--- config.mk ---
export PLATFORM = sky130hd
export DESIGN_NAME = fifo_drain_ctrl
export DESIGN_NICKNAME = d
export VERILOG_FILES = /design/src/rtl/fifo_drain_ctrl.sv
export SDC_FILE = /design/constraint.sdc
export NUM_CORES = 1
export LEC_CHECK = 0
export CAP_MARGIN = 20
export CELL_PAD_IN_SITES_DETAIL_PLACEMENT = 0
export CELL_PAD_IN_SITES_GLOBAL_PLACEMENT = 2
export CORE_MARGIN = 2
export CORE_UTILIZATION = 37
export CTS_BUF_LIST = sky130_fd_sc_hd__clkbuf_2 sky130_fd_sc_hd__clkbuf_4 sky130_fd_sc_hd__clkbuf_8
export DETAILED_ROUTE_END_ITERATION = 6
export HOLD_SLACK_MARGIN = 0.02
export PLACE_DENSITY = 0.84
export SLEW_MARGIN = 15
export SYNTH_ARGS = -nofsm -noshare
export SYNTH_HDL_FRONTEND = slang
export SYNTH_SLANG_ARGS = --single-unit
--- constraint.sdc ---
create_clock -name clk -period 4.3 [get_ports clk]
set_input_delay 0.86 -clock clk [delete_from_list [all_inputs] [get_ports clk]]
set_output_delay 0.86 -clock clk [all_outputs]
set_load 0.05 [all_outputs]
--- src/rtl/fifo_drain_ctrl.sv ---
// fifo_drain_ctrl: drains a synchronous FIFO into a valid/ready stream through a 2-entry buffer
module fifo_drain_ctrl #(
   parameter int FIFO_WIDTH = 16,
   parameter int CNT_WIDTH  = 16
) (
   input  logic                  clk,
   input  logic                  rst,
   input  logic                  enable,
   input  logic [FIFO_WIDTH-1:0] fifo_data_out,
   input  logic                  fifo_empty,
   input  logic                  fifo_underflow,
   output logic                  fifo_rd_en,
   output logic [FIFO_WIDTH-1:0] m_data,
   output logic                  m_valid,
   input  logic                  m_ready,
   output logic [CNT_WIDTH-1:0]  rd_count,
   output logic                  err_underflow,
   output logic                  busy
);
   logic [1:0]            occ, occ_n;
   logic                  inflight, head, tail, head_n, pop, push;
   logic [2:0]            credit;
   logic [FIFO_WIDTH-1:0] mem [2];
   logic [FIFO_WIDTH-1:0] head_data;

   assign pop        = m_valid && m_ready;
   assign push       = inflight && !fifo_underflow;
   assign credit     = 3'(occ) + 3'(inflight) - 3'(pop);
   assign fifo_rd_en = !rst && enable && !fifo_empty && credit < 3'd2;
   assign head_n     = head ^ pop;
   assign occ_n      = occ + 2'(push) - 2'(pop);
   // register the next head word so m_data is stable and holds its last value when empty
   assign head_data  = (push && tail == head_n) ? fifo_data_out : mem[head_n];

   always_ff @(posedge clk) begin
      if (rst) begin
         occ           <= '0;
         inflight      <= 1'b0;
         head          <= 1'b0;
         tail          <= 1'b0;
         m_data        <= '0;
         m_valid       <= 1'b0;
         rd_count      <= '0;
         err_underflow <= 1'b0;
         busy          <= 1'b0;
      end else begin
         inflight <= fifo_rd_en;
         occ      <= occ_n;
         head     <= head_n;
         tail     <= tail ^ push;
         if (occ_n != 2'd0) m_data <= head_data;
         m_valid  <= occ_n != 2'd0;
         rd_count <= rd_count + CNT_WIDTH'(pop);
         if (inflight && fifo_underflow) err_underflow <= 1'b1;
         busy     <= occ_n != 2'd0 || fifo_rd_en;
      end
   end

   always_ff @(posedge clk) begin
      if (push) mem[tail] <= fifo_data_out;
   end

   always_ff @(posedge clk) begin
      if (!rst) assert (!(push && occ == 2'd2 && !pop));
   end
endmodule
==> reports/qor.yml <==
timing:
  period_share_pct: 86.5
  finalHoldViolCount: 0
  worst_slew_pin_slew_ns: 0.822
  clock_skew_ns: 0.00926
  fmax_mhz: 269
  setup_violations: 0
  maxSlewHeadroom_pct: 45.2
  worst_slack_ns: 0.580
  tns_ns: 0
  rsz0062_at_grt: "no"
  slew_viol_final: 0
  post-route-min-period_ns: 3.72
die:
  dieArea_um2: 9010
  fp.dieW_um: 94.9
  die_y_um: 94.9
  start_util_pct: 37.8
  num_rows: 33
  core-area_um2: 8090
  ioPinCount: 58
setup_path:
  worstPathArrival_ns: 2.86
  cp_common_cell: "nand2_1"
  crit_path_max_incr_delay_ns: 0.56
  worst_ep_required_time_ns: 3.44
  startpoint_type: "input port"
  crit_chain: "clkdlybuf4s50_1, nand2_2, xnor2_1, nand2_1, fa_1, nand2_1, nor4_1, buf_4, buf_12"
  endpoint_kind: "output pin"
  slowest_stage: "clkdlybuf4s50_1"
  criticalPathCategory: "input port to output pin"
  cp_max_fo: 5
detailed_routing:
  dr.pass1.iters: 4
  wl_per_cell_um: 16.4
  final_antenna_net_count: 0
  routed_via_density: 5.16
  vias: 2326
  drtIter0Drc: 119
  wirelength_um: 7380
  drc_errors: 0
power_and_ir_drop:
  leakagePower_nw: 1.36
  ir_drop_mv: 0.174
  finalPower_mw: 2.16
  pwr_density_cell_nw_per_um2: 552
synthesis:
  synth_seq_cells: 72
  syn-num-nets: 311
  synth-edff-count: 32
  synthTopCellsByArea: "edfxtp_1, dfxtp_1, a32o_1, nand4_1, nor2_1"
  synth-main-ff-cell: "dfxtp_1"
  synth_cell_types: 43
  ys_seq_area_share_pct: 57.6
  synthArstFlopShare_pct: 0
  synth_top_cell_by_area: "edfxtp_1"
  syn_avg_cell_area_um2: 10.8
  synth_top_area_share_pct: 31.4
  syn_area_um2: 3060
  yosys_warnings: 0
  netlist_instances: 283
grt:
  antenna_found_initial: 0
  gr-usage-all-layers_pct: 17.4
  grt_max_degree: 26
  overflow: 0
  first_global_vias: 2421
  grt_pass1_wl_um: 11800
final_layout:
  drive_above_1_share_pct: 9.54
  final_cell_mix: "clkdlybuf4s50_1, dfxtp_1, edfxtp_1"
  area_growth_pct: 27.8
  fillCellCount: 782
  diodes: 0
  layout_commonest_cell: "clkdlybuf4s50_1"
  layout.nets: 369
clock_network:
  ctsHtreeMaxLevel: 3
  cts_tree: "yes"
  ctsResizeCount: 0
  cts_max_path_buffers: 2
  cts_inserted_buffers: 9
  cts_root_buffer: "clkbuf_8"
  clock_sinks: 72
  postCtsSetupBuffers: 0
  insertion_delay_ns: 0.34
  hold_buffers: 0
  clkTransAtPathRegs_ns: 0.08
placed_design:
  dp_hpwl_um: 4630
  gp_congestion: 0.718
  place_ws_ns: 0.595
  io_buffers: 57
hold_path:
  min-delay-path-class: "flip-flop to flip-flop"
outcome:
  outcome: "finished, final reports clean"
flow_run:
  cap_violations: 0
==> cells in the mapped netlist (all sizes together) (4+ instances only) <==
library cell and number:
a21oi 7, a32o 16, buf 10, clkbuf 8
dfxtp 40, edfxtp 32, ha 5, inv 6
nand2 22, nand3 22, nand4 20, nor2 31
nor3 4, nor4 5, o21ai 19, xnor2 11
xor2 5
==> power by group <==
| group | internal, mW | leakage [nW] | switching [mW] |
|---|---|---|---|
| logic | 0.296 | 0.660 | 0.528 |
| registers | 0.804 | 0.614 | 0.0523 |
| clock network | 0.218 | 0.0823 | 0.260 |
==> metal layers <==
layer / vias up / GRT usage [%] / share of wire (%)
met5: - / 0 / 0
met3: 10 / 3.51 / 3.9
met2: 48 / 28.3 / 48
li1: 1159 / - / -
met4: 0 / 7.97 / 1.5
met1: 1109 / 22.1 / 46
==> per-stage QoR <==
stage,util [%],std cells,hold slack (ns),cell area [µm²]
final,48.3,451,0.469,3910
after global placement,46.1,435,0.448,3730
after CTS,48.3,451,0.472,3910
after global routing,48.3,451,0.482,3910
after floorplan,-,283,0.523,3060
after detailed placement,46.1,435,0.454,3730
==> area by class of cell <==
class	count	area, µm²	area share, %
sequential	72	1760	45.1
multi-input combinational	187	1170	30.1
timing repair buffer	65	641	16.4
clock buffer	10	131	3.36
tap	105	131	3.36
clock inverter	6	45.0	1.15
inverter	6	22.5	0.576
==> registers in the layout, indices dropped and copies added, names as in the netlist <==
register       flops
inflight           1
busy               1
mem               32
head               1
occ                2
rd_count          16
m_data            16
tail               1
m_valid            1
err_underflow      1
==> path summary, 6_finish.rpt <==
path	startpoint	to	slack, ns	cells after the start
min	m_data[9]	m_data[9]	0.47	1
max	m_ready	fifo_rd_en	0.58	9
max reg2reg	m_valid	m_data[4]	1.89	9
min reg2reg	m_data[9]	m_data[9]	0.47	1
==> logic make-up (layout without fill, tap and decap cells) <==
| family | after synthesis | count (layout) | synth area share (%) |
|---|---|---|---|
| simple gates | 118 | 118 | 19.7 |
| flops | 72 | 72 | 57.6 |
| compound gates | 47 | 47 | 11.4 |
| buf+inv | 24 | 87 | 3.97 |
| xor+xnor | 16 | 16 | 4.58 |
| fa+ha+maj | 6 | 6 | 2.70 |
==> worst max-delay path, delay by kind of cell <==
family | cells | cell delay [ns]
buffers and inverters | 3 | 0.87
and+or+nand+nor | 4 | 0.50
adders and majority gates | 1 | 0.47
xor gates and xnor gates | 1 | 0.15
Power figures use the tool's default switching activity.
==> edit 1: new RTL, config.mk and constraints unchanged <==
Register the output `rd_count` once more, cleared by the reset; this adds one clock of latency there. The other outputs are not delayed to match.
--- a/src/rtl/fifo_drain_ctrl.sv
+++ b/src/rtl/fifo_drain_ctrl.sv
@@ -18,4 +18,6 @@
    output logic                  busy
 );
+
+   logic [CNT_WIDTH-1:0] rd_count_s0;
    logic [1:0]            occ, occ_n;
    logic                  inflight, head, tail, head_n, pop, push;
@@ -41,5 +43,5 @@
          m_data        <= '0;
          m_valid       <= 1'b0;
-         rd_count      <= '0;
+         rd_count_s0   <= '0;
          err_underflow <= 1'b0;
          busy          <= 1'b0;
@@ -51,5 +53,5 @@
          if (occ_n != 2'd0) m_data <= head_data;
          m_valid  <= occ_n != 2'd0;
-         rd_count <= rd_count + CNT_WIDTH'(pop);
+         rd_count_s0 <= rd_count_s0 + CNT_WIDTH'(pop);
          if (inflight && fifo_underflow) err_underflow <= 1'b1;
          busy     <= occ_n != 2'd0 || fifo_rd_en;
@@ -64,3 +66,11 @@
       if (!rst) assert (!(push && occ == 2'd2 && !pop));
    end
+   always_ff @(posedge clk) begin
+      if (rst) begin
+         rd_count <= '0;
+      end else begin
+         rd_count <= rd_count_s0;
+      end
+   end
+
 endmodule
Function: changed (a bounded check fails within 4 cycles, from zero or initial values and one cycle with rst high).
==> edit 1 against the original RTL <==
Sequential power up 18%. Setup slack lost 240 ps. Synthesized area up 14%. Design area rose by 10%. Count of clock-buffer cells in the layout unchanged. Power is 8.2% higher. Routed wire length increased by 5.2%. Sequential cell count rose by 16. Cell count rose by 7.5%.
==> edit 1: results (changes against the original RTL) <==
[sta]
finClkSkew_ps=9.86  ; was 9.26 ps
tightest_slew_ps=923  ; was 822 ps

[synth]
yosys_warnings=0  ; unchanged
synth-edff-count=32  ; unchanged
async_flop_share_pct=0  ; unchanged
synth_area_leaders=dfxtp_1, edfxtp_1, a32o_1, nor2_1, nand4_1  ; was edfxtp_1, dfxtp_1, a32o_1, nand4_1, nor2_1
syn-num-nets=342  ; was 311
synth-seq-area-share_pct=59.9  ; was 57.6%
synthCells=314  ; was 283
yosysUniqueCellTypes=40  ; was 43
synth_common_cells=dfxtp_1, nor2_1, edfxtp_1  ; was dfxtp_1, edfxtp_1, nor2_1
synth-main-ff-cell=dfxtp_1  ; unchanged

[outcome]
run_status=finished, final reports clean  ; unchanged

[clock_tree]
clock_path_buffers=2  ; unchanged
ctsResizeCount=0  ; unchanged
post_cts_buffers=0  ; unchanged
insertion_delay_ps=350
cts_buffers=9  ; unchanged

[finish]
multi_input_area_sq_mm=0.00127  ; was 0.00117 sq mm
final_layout_size_suffix_gt1_share_pct=8.56  ; was 9.54%
fillers=866  ; was 782
fin_nets=397  ; was 369
top_register=mem  ; unchanged
largest_reg_flops=32  ; unchanged

[place]
dp.cells=469  ; was 435
portBuffers=57  ; unchanged
routabilityCongestion=0.703  ; was 0.718
place_area_sq_mm=0.00413  ; was 0.00373 sq mm
hpwl_mm=4.79  ; was 4.63 mm

[detailed_routing]
wl_per_cell_um=16.0  ; was 16.4 um
drtIter0Drc=130  ; was 119
wirelength_mm=7.76  ; was 7.38 mm
via_count=2508  ; was 2,326

[pwr]
peakVddDrop_mv=0.228  ; was 0.174 mV
p_switching_mw=0.872  ; was 0.841 mW
p_leak_nw=1.51  ; was 1.36 nW

[setup_path]
cp_slowest_cell=clkdlybuf4s50_1  ; unchanged
crit_arrival_ps=3100  ; was 2860 ps
critPathTopFamily=simple AND/OR/NAND/NOR gates  ; was buffers and inverters
cpPeakStageDelay_ps=580  ; was 560 ps
crit_fanout=5  ; unchanged

[grt]
track_usage_pct=16.3  ; was 17.4%
antenna_found_initial=0  ; unchanged
grt_max_degree=41  ; was 26
grt_pass1_wl_mm=13.0  ; was 11.8 mm
first_global_vias=2590  ; was 2,421

[hold_path]
hp-class=flip-flop to flip-flop  ; unchanged
min_path_cells=1  ; unchanged

[edit 1: cells by family after synthesis]
family / synth area share [%]
buffers and inverters: 3.67
xor gates and xnor gates: 4.50
DFF: 59.9
adders and majority gates: 2.38
and+or+nand+nor: 20.0
AOI/OAI and AO/OA: 9.25
muxes: 0.324
[edit 1: per-layer routing]
metal / vias to the layer above / track usage, % / routed length, um
met5: - / 0 / 0
met4: 0 / 3.64 / 78
met3: 7 / 5.06 / 381
met2: 58 / 27.1 / 3770
met1: 1210 / 20.9 / 3530
li1: 1233 / - / -
[edit 1: worst register-to-register path, cell delays in order, from the launching register on]
cell and delay [ps]:
dfxtp_1 470, nand2_2 150, clkinv_4 100, xnor2_1 70, ha_1 190, xnor2_1 240, and3_4 250, o31a_1 420
buf_4 290, a32o_1 180
[edit 1: through the flow]
step / setup slack [ps] / utilization, %
floorplan: 202 / -
global placement: 416 / 44.9
detailed placement: 359 / 44.9
CTS: 336 / 46.9
global route: 91.0 / 46.9
finish: 336 / 46.9
[edit 1: final timing paths]
check	from	end	slack, ps
min	m_data[4]$_SDFFE_PP0P_	m_data[4]$_SDFFE_PP0P_	470
max reg2reg	m_valid$_SDFF_PP0_	m_data[15]$_SDFFE_PP0P_	1900
max	m_ready	fifo_rd_en	340
min reg2reg	m_data[4]$_SDFFE_PP0P_	m_data[4]$_SDFFE_PP0P_	470
[edit 1: final cells by class]
| class | count | share of cell area, % |
|---|---|---|
| clock buffer | 10 | 3.05 |
| clock inverter | 6 | 1.05 |
| inverter | 6 | 0.639 |
| multi-input combinational | 202 | 29.4 |
| sequential | 88 | 48.3 |
| tap | 111 | 3.22 |
| timing repair buffer | 62 | 14.3 |
[edit 1: power by group through the flow]
stage	clock network (mW)	registers [mW]	logic, mW
final	0.513	1.01	0.818
after global routing	0.566	1.02	0.875
after CTS	0.529	1.01	0.823
after detailed placement	0	1.03	0.820
after global placement	0	1.02	0.811
after floorplan	0	1.25	0.343
==> edit 2: new RTL, same settings <==
Without the edit above. Set the parameter `FIFO_WIDTH` to 32 (it was 16).
--- a/src/rtl/fifo_drain_ctrl.sv
+++ b/src/rtl/fifo_drain_ctrl.sv
@@ -1,5 +1,5 @@
 // fifo_drain_ctrl: drains a synchronous FIFO into a valid/ready stream through a 2-entry buffer
 module fifo_drain_ctrl #(
-   parameter int FIFO_WIDTH = 16,
+   parameter int FIFO_WIDTH = 32,
    parameter int CNT_WIDTH  = 16
 ) (
Ports: changed (resized fifo_data_out and m_data); port bits go from 58 to 90. The function was not compared with the original's and may differ.
==> edit 2 against the original RTL <==
Sequential cell count grew 48. Sequential power grew 69%. Synthesized area grew 60%. Design area grew 63%. Power grew 80%. Sequential share of layout area grew 2.6 points. Setup slack lost 71 ps. First-iteration DRC count grew 120%. Routed wire length grew 69%. Cell count grew 52%. Maximum frequency shrank 1.9%. Via count grew 61%. Die area grew 58%. Clock power grew 110%. Largest power group unchanged.
==> edit 2: results (changes against the original RTL) <==
[finish]
inverters_excl_clock=7  ; was 6
multi_input_area_sq_mm=0.00169  ; was 0.00117 sq mm
fillers=1187  ; was 782
reg_top3=mem (64), m_data (32), rd_count (16)  ; was mem (32), m_data (16), rd_count (16)
multi_input_cells=251  ; was 187
seq_cells=120  ; was 72
nClkBuffers=27  ; was 10
clkCellAreaFrac_pct=6.12  ; was 4.51%

[sta]
tightest_slew_ps=900  ; was 822 ps

[setup_path]
reg2reg_to=m_data[12]$_SDFFE_PP0P_  ; was m_data[4]$_SDFFE_PP0P_
reg2reg_depth=8  ; was 9
crit_arrival_ps=2930  ; was 2860 ps
r2r_slack_ps=1780  ; was 1890 ps

[grt]
grt_use_met3_pct=6.18  ; was 3.51%
use_met1_pct=23.1  ; was 22.1%
first_global_vias=3831  ; was 2,421
grt_max_degree=35  ; was 26
use_met2_pct=29.9  ; was 28.3%
track_usage_pct=18.4  ; was 17.4%

[detailed_routing]
dr_wl_met3_um=764  ; was 286 um
route.met2.wl_mm=5.90  ; was 3.57 mm
drtIter0Drc=264  ; was 119
drt-met1-wl_mm=5.64  ; was 3.41 mm

[place]
routabilityCongestion=0.768  ; was 0.718

[pwr]
peakVddDrop_mv=0.383  ; was 0.174 mV
p_leak_nw=2.20  ; was 1.36 nW

[synth]
synth_area_leaders=edfxtp_1, dfxtp_1, a32o_1, nand4_1, or3_1  ; was edfxtp_1, dfxtp_1, a32o_1, nand4_1, nor2_1
yosysUniqueCellTypes=40  ; was 43
synth-edff-count=64  ; was 32
synth-seq-area-share_pct=62.0  ; was 57.6%

[clock_tree]
insertion_delay_ps=440  ; was 340 ps

[outcome]
run_status=finished, final reports clean  ; unchanged

[edit 2: cell types whose count changed after synthesis, sizes merged, moves of 16 or more]
| cell | change |
|---|---|
| clkbuf | +17 |
| nand4 | +16 |
| a32o | +16 |
| or3 | +32 |
| edfxtp | +32 |
| nand3 | +16 |
| dfxtp | +16 |
[edit 2: cell families after synthesis]
group | count (synthesis) | share of synthesized area, %
simple gates | 151 | 17.6
mux | 1 | 0.230
compound gates | 76 | 11.6
fa+ha+maj | 6 | 1.68
xor+xnor | 17 | 3.04
buf+inv | 42 | 3.80
flops | 120 | 62.0
[edit 2: report_power, final]
group | switching, mW | internal, mW | leakage, nW
Sequential | 0.0851 | 1.37 | 1.03
Clock | 0.414 | 0.591 | 0.207
Combinational | 0.911 | 0.508 | 0.962
[edit 2: how the worst min path moves through the flow]
stage,startpoint,end,slack (ps),depth (start not counted)
floorplan,inflight$_SDFF_PP0_,err_underflow$_SDFFE_PP0P_,530,2
global placement,m_data[9]$_SDFFE_PP0P_,m_data[9]$_SDFFE_PP0P_,450,1
detailed placement,m_data[6]$_SDFFE_PP0P_,m_data[6]$_SDFFE_PP0P_,460,1
CTS,m_data[6]$_SDFFE_PP0P_,m_data[6]$_SDFFE_PP0P_,470,1
global route,m_data[6]$_SDFFE_PP0P_,m_data[6]$_SDFFE_PP0P_,490,1
finish,m_data[6]$_SDFFE_PP0P_,m_data[6]$_SDFFE_PP0P_,470,1
[edit 2: per-stage QoR]
stage	util, %	hold WS [ps]	cell area (sq um)	instances	setup slack [ps]
floorplan	-	533	4900	413	176
global placement	45.7	448	5980	654	499
detailed placement	45.8	456	5990	655	500
CTS	48.8	471	6380	686	497
global route	48.8	488	6380	686	352
finish	48.8	468	6380	686	508
